===== config.mk =====
export PLATFORM = sky130hd
export DESIGN_NAME = sync_fifo_prog
export DESIGN_NICKNAME = d
export VERILOG_FILES = /design/src/rtl/fifo_pkg.sv /design/src/rtl/fifo_ram.sv /design/src/rtl/sync_fifo_prog.sv
export SDC_FILE = /design/constraint.sdc
export NUM_CORES = 1
export LEC_CHECK = 0
export CORE_MARGIN = 5
export CORE_UTILIZATION = 55
export CTS_CLUSTER_DIAMETER = 150
export DETAILED_ROUTE_END_ITERATION = 6
export PLACE_DENSITY = 0.79
export SYNTH_ARGS = -nofsm -noshare
export SYNTH_HDL_FRONTEND = slang
export SYNTH_SLANG_ARGS = --single-unit

===== constraint.sdc =====
create_clock -name clk -period 4.5 [get_ports clk]
set_input_delay 0.9 -clock clk [delete_from_list [all_inputs] [get_ports clk]]
set_output_delay 0.9 -clock clk [all_outputs]
set_load 0.01 [all_outputs]

===== src/rtl/fifo_pkg.sv =====
// Shared definitions for the FIFO family: width helper, status bundle for
// wrappers, and the minimum legal depth.
package fifo_pkg;

    localparam int unsigned FIFO_MIN_DEPTH = 2;

    // Address width that never collapses to zero bits for tiny memories.
    function automatic int unsigned clog2_min1(input int unsigned value);
        return (value <= 1) ? 1 : $clog2(value);
    endfunction

    typedef struct packed {
        logic full;
        logic empty;
        logic almost_full;
        logic almost_empty;
        logic overflow;
        logic underflow;
    } fifo_status_t;

endpackage : fifo_pkg


===== src/rtl/fifo_ram.sv =====
// FIFO storage: DEPTH x DATA_W, synchronous write, asynchronous read, no reset.
module fifo_ram
    import fifo_pkg::*;
#(
    parameter int unsigned DATA_W = 8,
    parameter int unsigned DEPTH  = 8,
    parameter int unsigned AW     = clog2_min1(DEPTH)
) (
    input  logic              clk,
    input  logic              i_we,
    input  logic [AW-1:0]     i_waddr,
    input  logic [DATA_W-1:0] i_wdata,
    input  logic [AW-1:0]     i_raddr,
    output logic [DATA_W-1:0] o_rdata
);

    logic [DATA_W-1:0] r_mem [DEPTH];

    always_ff @(posedge clk) begin
        if (i_we) begin
            r_mem[i_waddr] <= i_wdata;
        end
    end

    assign o_rdata = r_mem[i_raddr];

endmodule : fifo_ram


===== src/rtl/sync_fifo_prog.sv =====
// Single-clock FIFO of arbitrary depth with programmable almost-full/empty
// thresholds, occupancy output, sticky error flags and selectable read mode.
module sync_fifo_prog
    import fifo_pkg::*;
#(
    parameter int unsigned DATA_W     = 8,
    parameter int unsigned DEPTH      = 8,
    parameter bit          SHOW_AHEAD = 1'b1,
    parameter int unsigned LVL_W      = $clog2(DEPTH + 1)
) (
    input  logic              clk,
    input  logic              rst,
    input  logic              push,
    input  logic [DATA_W-1:0] data_push,
    input  logic              pop,
    output logic [DATA_W-1:0] data_pop,
    output logic              pop_valid,
    input  logic [LVL_W-1:0]  af_thresh,
    input  logic [LVL_W-1:0]  ae_thresh,
    output logic [LVL_W-1:0]  level,
    output logic              full,
    output logic              empty,
    output logic              almost_full,
    output logic              almost_empty,
    output logic              overflow,
    output logic              underflow,
    input  logic              err_clr
);

    localparam int unsigned     AW       = clog2_min1(DEPTH);
    localparam logic [AW-1:0]   PTR_LAST = AW'(DEPTH - 1);
    localparam logic [LVL_W-1:0] LVL_FULL = LVL_W'(DEPTH);

    logic [AW-1:0]     r_wr_ptr;
    logic [AW-1:0]     r_rd_ptr;
    logic [LVL_W-1:0]  r_level;
    logic              r_full;
    logic              r_empty;
    logic              r_almost_full;
    logic              r_almost_empty;
    logic              r_overflow;
    logic              r_underflow;

    logic              w_pop_acc;
    logic              w_push_acc;
    logic [AW-1:0]     w_wr_ptr_nxt;
    logic [AW-1:0]     w_rd_ptr_nxt;
    logic [LVL_W-1:0]  w_level_nxt;
    logic [DATA_W-1:0] w_rdata;

    // A pop on empty is never satisfied by a same-cycle push.
    assign w_pop_acc  = pop & ~r_empty;
    assign w_push_acc = push & (~r_full | w_pop_acc);

    always_comb begin
        w_wr_ptr_nxt = r_wr_ptr;
        w_rd_ptr_nxt = r_rd_ptr;
        w_level_nxt  = r_level;
        if (w_push_acc) begin
            w_wr_ptr_nxt = (r_wr_ptr == PTR_LAST) ? '0 : r_wr_ptr + AW'(1);
        end
        if (w_pop_acc) begin
            w_rd_ptr_nxt = (r_rd_ptr == PTR_LAST) ? '0 : r_rd_ptr + AW'(1);
        end
        case ({w_push_acc, w_pop_acc})
            2'b10:   w_level_nxt = r_level + LVL_W'(1);
            2'b01:   w_level_nxt = r_level - LVL_W'(1);
            default: w_level_nxt = r_level;
        endcase
    end

    // Flags derive from next-state level so they always agree with level.
    always_ff @(posedge clk) begin
        if (!rst) begin
            r_wr_ptr       <= '0;
            r_rd_ptr       <= '0;
            r_level        <= '0;
            r_full         <= 1'b0;
            r_empty        <= 1'b1;
            r_almost_full  <= 1'b0;
            r_almost_empty <= 1'b1;
            r_overflow     <= 1'b0;
            r_underflow    <= 1'b0;
        end else begin
            r_wr_ptr       <= w_wr_ptr_nxt;
            r_rd_ptr       <= w_rd_ptr_nxt;
            r_level        <= w_level_nxt;
            r_full         <= (w_level_nxt == LVL_FULL);
            r_empty        <= (w_level_nxt == '0);
            r_almost_full  <= (w_level_nxt >= af_thresh);
            r_almost_empty <= (w_level_nxt <= ae_thresh);
            // Set takes priority over clear.
            if (push & ~w_push_acc) begin
                r_overflow <= 1'b1;
            end else if (err_clr) begin
                r_overflow <= 1'b0;
            end
            if (pop & r_empty) begin
                r_underflow <= 1'b1;
            end else if (err_clr) begin
                r_underflow <= 1'b0;
            end
        end
    end

    fifo_ram #(
        .DATA_W (DATA_W),
        .DEPTH  (DEPTH),
        .AW     (AW)
    ) u_ram (
        .clk     (clk),
        .i_we    (w_push_acc),
        .i_waddr (r_wr_ptr),
        .i_wdata (data_push),
        .i_raddr (r_rd_ptr),
        .o_rdata (w_rdata)
    );

    if (SHOW_AHEAD) begin : g_show_ahead
        assign data_pop  = w_rdata;
        assign pop_valid = ~r_empty;
    end else begin : g_reg_read
        logic [DATA_W-1:0] r_data_pop;
        logic              r_pop_valid;

        always_ff @(posedge clk) begin
            if (!rst) begin
                r_data_pop  <= '0;
                r_pop_valid <= 1'b0;
            end else begin
                r_pop_valid <= w_pop_acc;
                if (w_pop_acc) begin
                    r_data_pop <= w_rdata;
                end
            end
        end

        assign data_pop  = r_data_pop;
        assign pop_valid = r_pop_valid;
    end

    assign level        = r_level;
    assign full         = r_full;
    assign empty        = r_empty;
    assign almost_full  = r_almost_full;
    assign almost_empty = r_almost_empty;
    assign overflow     = r_overflow;
    assign underflow    = r_underflow;

endmodule : sync_fifo_prog


Word level (Yosys, flattened, before mapping)
Memories as Yosys holds them, arrays and structs flattened. A register that Yosys moved wholly into a read port is not among the register bits.
Index checks and enable logic that the tools add are counted.
{ "word_totals": {"reg_bits": 16, "latchBits": 0, "ram_bits": 64, "mem_bits_ro": 0, "input_bits": 21, "out_inout_bits": 19, "word_cells": 42, "n_memories": 1} }
{ "memory_table": {"columns": ["name", "depth", "word_bits", "rd", "rd_ports_with_merged_regs", "wr", "line", "text"], "rows": [
  ["u_ram.r_mem", 8, 8, 1, 1, 1, "fifo_ram.sv:17", "logic [DATA_W-1:0] r_mem [DEPTH];"]
]} }
{ "op_classes": {"add_sub_neg": 4, "mul": 0, "div_mod_pow": 0, "order_cmp": 2, "n_eq_ne": 5, "n_shift": 0, "mux": 10, "bitwise_logic": 8, "reduce_logical": 3} }
{ "op_table": {"columns": ["op", "count"], "rows": [
  ["$mux W3", 4],
  ["$pmux W4 S2", 1],
  ["$add A3 B1 Y3 const B", 2],
  ["$eq A3 B3 Y1 const B", 2],
  ["$mux W1", 5],
  ["$add A4 B1 Y4 const B", 1],
  ["$and A1 B1 Y1", 4],
  ["$eq A4 B4 Y1 const B", 1],
  ["$ge A4 B4 Y1", 1],
  ["$le A4 B4 Y1", 1],
  ["$logic_not A4 Y1", 1],
  ["$reduce_bool A2 Y1", 2],
  ["$sub A4 B1 Y4 const B", 1],
  ["$not A1 Y1", 3],
  ["$eq A2 B1 Y1 const B", 1],
  ["$eq A2 B2 Y1 const B", 1],
  ["$or A1 B1 Y1", 1]
]} }

Longest topological paths before layout
{ "depth": {"word_depth": 7, "mapped_depth": 14, "depth_no_buf": 13} }

Hierarchy
Synthesis repeated with hierarchy kept, for this count alone.
{ "unflattened": {"hier_cells": 205, "hier_area_um2": 3432.0} }
{ "modules_own_cells": {"columns": ["module", "instances", "cells_each", "area_per_inst_um2", "seq_area_each_um2"], "rows": [
  ["fifo_ram", 1, 106, 2531.2, 1921.8],
  ["sync_fifo_prog", 1, 99, 900.9, 320.3]
]} }

Least setup slack after synthesis
Ideal clock, no wire load.
{ "synth_path": {"path_kind": "input to register", "from": "in pop", "to": "reg r_almost_full (netlist: almost_full)", "setup_ns": 0.062, "arrival_ns": 3.508, "required_time_ns": 4.438, "slack_ns": 0.930, "cell_stages": 14, "n_path_buf": 1, "cell_sequence": "nand2b_1 -> clkbuf_1 -> nand2_1 -> nand2_1 -> ha_1 -> xor2_1 -> ha_1 -> mux2i_1 -> inv_1 -> ha_1 -> a21oi_1 -> maj3_1 -> maj3_2 -> nor2_2"} }
{ "synth_via": {"elab_chain_len": 6, "elab_cells_between_ends": 7, "classes_between": "order compare: 1; eq/ne: 2; mux: 1; bitwise: 3"} }
{ "synth_lines": {"columns": ["element", "line", "text"], "rows": [
  ["from (decl)", "sync_fifo_prog.sv:15", "input logic pop,"],
  ["$and A1 B1 Y1 *", "sync_fifo_prog.sv:52", "assign w_pop_acc = pop & ~r_empty;"],
  ["$or A1 B1 Y1", "sync_fifo_prog.sv:53", "assign w_push_acc = push & (~r_full | w_pop_acc);"],
  ["$and A1 B1 Y1", "sync_fifo_prog.sv:53", null],
  ["$eq A2 B1 Y1 or $eq A2 B2 Y1 (tied branches)", "sync_fifo_prog.sv:65", "case ({w_push_acc, w_pop_acc})"],
  ["$pmux W4 S2 *", "sync_fifo_prog.sv:65", null],
  ["net w_level_nxt[1]", "sync_fifo_prog.sv:48", "logic [LVL_W-1:0] w_level_nxt;"],
  ["$ge A4 B4 Y1 *", "sync_fifo_prog.sv:90", "r_almost_full <= (w_level_nxt >= af_thresh);"],
  ["to (signal assigned)", "sync_fifo_prog.sv:90", null],
  ["to (decl)", "sync_fifo_prog.sv:39", "logic r_almost_full;"]
]} }
Mark *: on every way through the listed nets, which the timed path passes. The rest lies on a longest branch.
A chain may end at the register's enable or synchronous reset.

Worst setup path after layout
Ends and elaborated chain as after synthesis.

==> results by group <==
Worst setup path
  • Crit path DAT: between 3 and 4 ns
  • Sum of buffers and inverters on the critical path: 2
  • Largest fanout on the critical path: 8
  • Depth of the worst register-to-register path: 13
  • Required @ worst endpoint: 4.78 ns
  • Type of origin of the critical path: input port
  • Worst stage delay on the critical path: roughly 0.47 ns
  • Crit path kind: in -> reg
  • Cell with the biggest individual delay on the critical path: clkdlybuf4s50_1
  • Worst Setup End Kind: register
  • End of the worst register-to-register path: almost_full$_SDFF_PN0_
  • FF-to-FF Start: empty$_SDFF_PN1_
  • Cell repeated most along the worst path: ha_1
  • Largest delay share family, worst path: adder cells
  • Cell-by-cell trace of the critical path: clkdlybuf4s50_1, nand2b_1, nand2_1, nand2_1, ha_1, xor2_1, ha_1, mux2i_1, inv_1, ha_1, a21oi_1, maj3_1, maj3_2, nor2_2
  • Reg2reg setup slack: 1.48 ns

Power
  • Final Total Pwr: 1.88 mW
  • Pwr per Cell Area: 458 nW/um^2
  • Pleak: 1.46 nW
  • Worst ir drop on vdd: about 280 uV

Synthesis
  • Area fraction of the dominant cell type after synthesis: a little under three fifths
  • Mean Syn Cell Area: 16.5 um^2
  • Share of synthesized area occupied by flip-flops and latches: 67.9%
  • Cell types occupying the most area after synthesis: edfxtp_1 57%, dfxtp_1 11%, mux4_2 11%, ha_1 4.4%, mux2_2 2.7%
  • Mapped Area: 3390 um^2
  • Netlist cell types: 33
  • Cell type with the highest aggregate area in the netlist: edfxtp_1
  • Mapped Nets: 239
  • Post-Synthesis Cells: 206
  • Ys Warns: 0
  • Number of flip-flops and latches in the synthesized netlist: 83

GRT
  • Global-route total usage across every layer: between 10% and 20%
  • Antenna violations before repair: 0
  • Overflow left after global routing: 0
  • First-pass GRT wire length: 9650 um
  • Largest net degree at the start of global routing: 17
  • Via count of the first global-routing pass: about 1.9k

CTS
  • TritonCTS clock tree: yes
  • Inserted Clock Buffers: 9
  • Maximum buffer depth of the clock tree: 2
  • CTS clk-pin slew, worst paths: 0.08 ns
  • Cts-stage hold buffer count: 0
  • Count of H-tree levels built during CTS: 3
  • Clock Sinks: 83
  • Post-CTS setup-driven buffer insertion count: 0
  • Post-cts sizing count: 0
  • Clock root buffer: clkbuf_8
  • Clock latency on the worst-skew pair: 0.34 ns

Routing
  • DRC errors left: 0
  • Average vias per placed instance: 5.57
  • First-pass iteration count of the detailed router: 4
  • Routed WL per cell: 17.6 um
  • Count of nets left with antenna violations after detail routing: 0
  • Initial detailed-routing violation count: 66
  • Final routed wirelength across all metal layers: 5900 um
  • Routed via count: roughly 1.9k

Timing
  • Fmax: around 0.28 GHz
  • Worst slew pin tran: 0.871 ns
  • Relative slew margins: a little over two fifths
  • RSZ-0062 raised after global routing: false
  • Hold Fails Final Rpt: 0
  • Sum Neg Setup Slack: 0 ns
  • Final worst clock skew: 0.00535 ns
  • Final cycle utilization of the critical path: 80.8%
  • Smallest hold slack: 0.519 ns
  • Max Transition Viols Final: 0
  • Setup Viol. Count Final: 0
  • Crit path setup slack, layout: just under 0.9 ns
  • Min Clock Period, post-route: about 3.6 ns

Floorplan
  • Count of standard-cell rows: 28
  • Die area: 7830 um^2
  • Die Wd: between 80 and 90 um
  • Vert. Die Dim: ~89 um
  • I/O pin cnt: 40
  • Effective utilization at floorplan: 56.9%
  • Core footprint: slightly below 6000 um^2

Status
  • Outcome: finished, final reports clean

Worst hold path
  • Hold path startpoint: overflow$_SDFFE_PN0P_
  • WHS Path Cells: 2
  • Capture endpoint of the worst hold path: overflow$_SDFFE_PN0P_
  • Worst hold-check path type: reg -> reg

Placed design
  • Post-Place Setup Slack: between 0.5 and 0.6 ns
  • Placed wire-length estimate after detailed placement: 3990 um
  • Last weighted congestion value of the routability-driven placer: 0.738
  • Port Buffers: 39

Layout
  • Final core utilization: 68.9%
  • Ratio of cells with drive above 1 in the final layout: 19.2%
  • Layout-stage area growth over the synthesis result: 21.0%
  • Layout Nets: 288
  • Number of antenna diodes: 0

Job
  • MaxCap Viol Count: 0
-- synth_stat cells --
cell      instances
edfxtp_1         64
dfxtp_1          19
nor2_1           17
mux4_2           16
ha_1             12
inv_1            10
a21oi_1           8
mux2_2            8
nor3_1            7
mux2i_1           4
nand2_1           4
nand2b_1          4
nand3_1           4
clkbuf_1          3
o21ai_0           3
xor2_1            3
buf_1             2
buf_2             2
nor3b_1           2
a21oi_2           1
a22oi_1           1
a32oi_1           1
maj3_1            1
maj3_2            1
nor2_2            1
nor2b_2           1
nor4_1            1
o21a_1            1
o21bai_1          1
o221ai_1          1
or4b_1            1
xnor2_1           1
xor2_2            1
-- worst max path at each step --
| stage | start | endpoint | slack (ns) | cells past startpoint |
|---|---|---|---|---|
| floorplan | pop | almost_full$_SDFF_PN0_ | 0.93 | 14 |
| global placement | pop | almost_full$_SDFF_PN0_ | 0.61 | 14 |
| detailed placement | pop | almost_full$_SDFF_PN0_ | 0.54 | 14 |
| CTS | pop | almost_full$_SDFF_PN0_ | 0.87 | 14 |
| global route | pop | almost_full$_SDFF_PN0_ | 0.65 | 14 |
| finish | pop | almost_full$_SDFF_PN0_ | 0.87 | 14 |
-- worst reg2reg max path: stages, from the launching register on --
cell	delay [ns]
dfxtp_1	0.37
nand2b_1	0.29
nand2_1	0.12
nand2_1	0.11
ha_1	0.26
xor2_1	0.16
ha_1	0.24
mux2i_1	0.21
inv_1	0.10
ha_1	0.28
a21oi_1	0.07
maj3_1	0.36
maj3_2	0.32
nor2_2	0.07
-- report_power, final --
part           leakage, nW  total (mW)  internal [mW]  switching (mW)
logic                0.621       0.432          0.236           0.196
clock network        0.105       0.536          0.290           0.246
registers            0.736       0.911          0.871          0.0397
-- placed cells by master, fill, tap and decap left out, types with 2 or more instances in the layout --
| cell | netlist | layout |
|---|---|---|
| dfxtp_1 | 19 | 19 |
| inv_1 | 10 | 10 |
| nand3_1 | 4 | 4 |
| mux2i_1 | 4 | 4 |
| ha_1 | 12 | 12 |
| o21ai_0 | 3 | 3 |
| clkdlybuf4s50_1 | 0 | 39 |
| nor3_1 | 7 | 6 |
| clkbuf_1 | 3 | 2 |
| a21oi_1 | 8 | 8 |
| clkinv_2 | 0 | 2 |
| nand2b_1 | 4 | 4 |
| nand2_1 | 4 | 4 |
| nor3b_1 | 2 | 2 |
| edfxtp_1 | 64 | 64 |
| xor2_1 | 3 | 3 |
| clkbuf_8 | 0 | 9 |
| mux4_2 | 16 | 16 |
| nor2_1 | 17 | 17 |
| mux2_2 | 8 | 8 |
| buf_4 | 0 | 6 |
-- flip-flops by register name, indices dropped and copies added, names as in the netlist, named ones only --
register,flops
level,4
underflow,1
r_rd_ptr,3
almost_full,1
overflow,1
r_wr_ptr,3
almost_empty,1
full,1
empty,1
u_ram.r_mem,64
-- metrics by stage --
| stage | area (um^2) | std cells |
|---|---|---|
| after floorplan | 3390 | 206 |
| after global placement | 3900 | 319 |
| after detailed placement | 3900 | 319 |
| after CTS | 4100 | 335 |
| after global routing | 4100 | 335 |
| final | 4100 | 335 |
-- cells by family (layout without fill, tap and decap cells) --
| group | Yosys count | in the layout | synth area share, % |
|---|---|---|---|
| DFF | 83 | 83 | 67.9 |
| and+or+nand+nor | 42 | 42 | 6.05 |
| muxes | 28 | 28 | 14.5 |
| AOI/OAI and AO/OA | 17 | 17 | 3.06 |
| buffers and inverters | 17 | 71 | 1.96 |
| adders and majority gates | 14 | 14 | 5.06 |
| xor gates and xnor gates | 5 | 5 | 1.51 |
-- metal layers --
layer | GRT usage, % | share of wire [%] | up-vias
met5 | 0 | 0 | -
met2 | 30.0 | 52 | 35
met3 | 3.63 | 3.3 | 10
met4 | 7.42 | 1.6 | 0
li1 | - | - | 887
met1 | 20.5 | 43 | 935
-- area by class of cell --
cell class | instances | area, um^2
flip-flops and latches | 83 | 2300
multi-input cells | 106 | 1030
clock inverters | 4 | 48.8
repair buffers | 45 | 435
clock buffers | 12 | 156
well taps | 75 | 93.8
fillers | 425 | 1850
inverters | 10 | 37.5
Power figures use the tool's default switching activity.
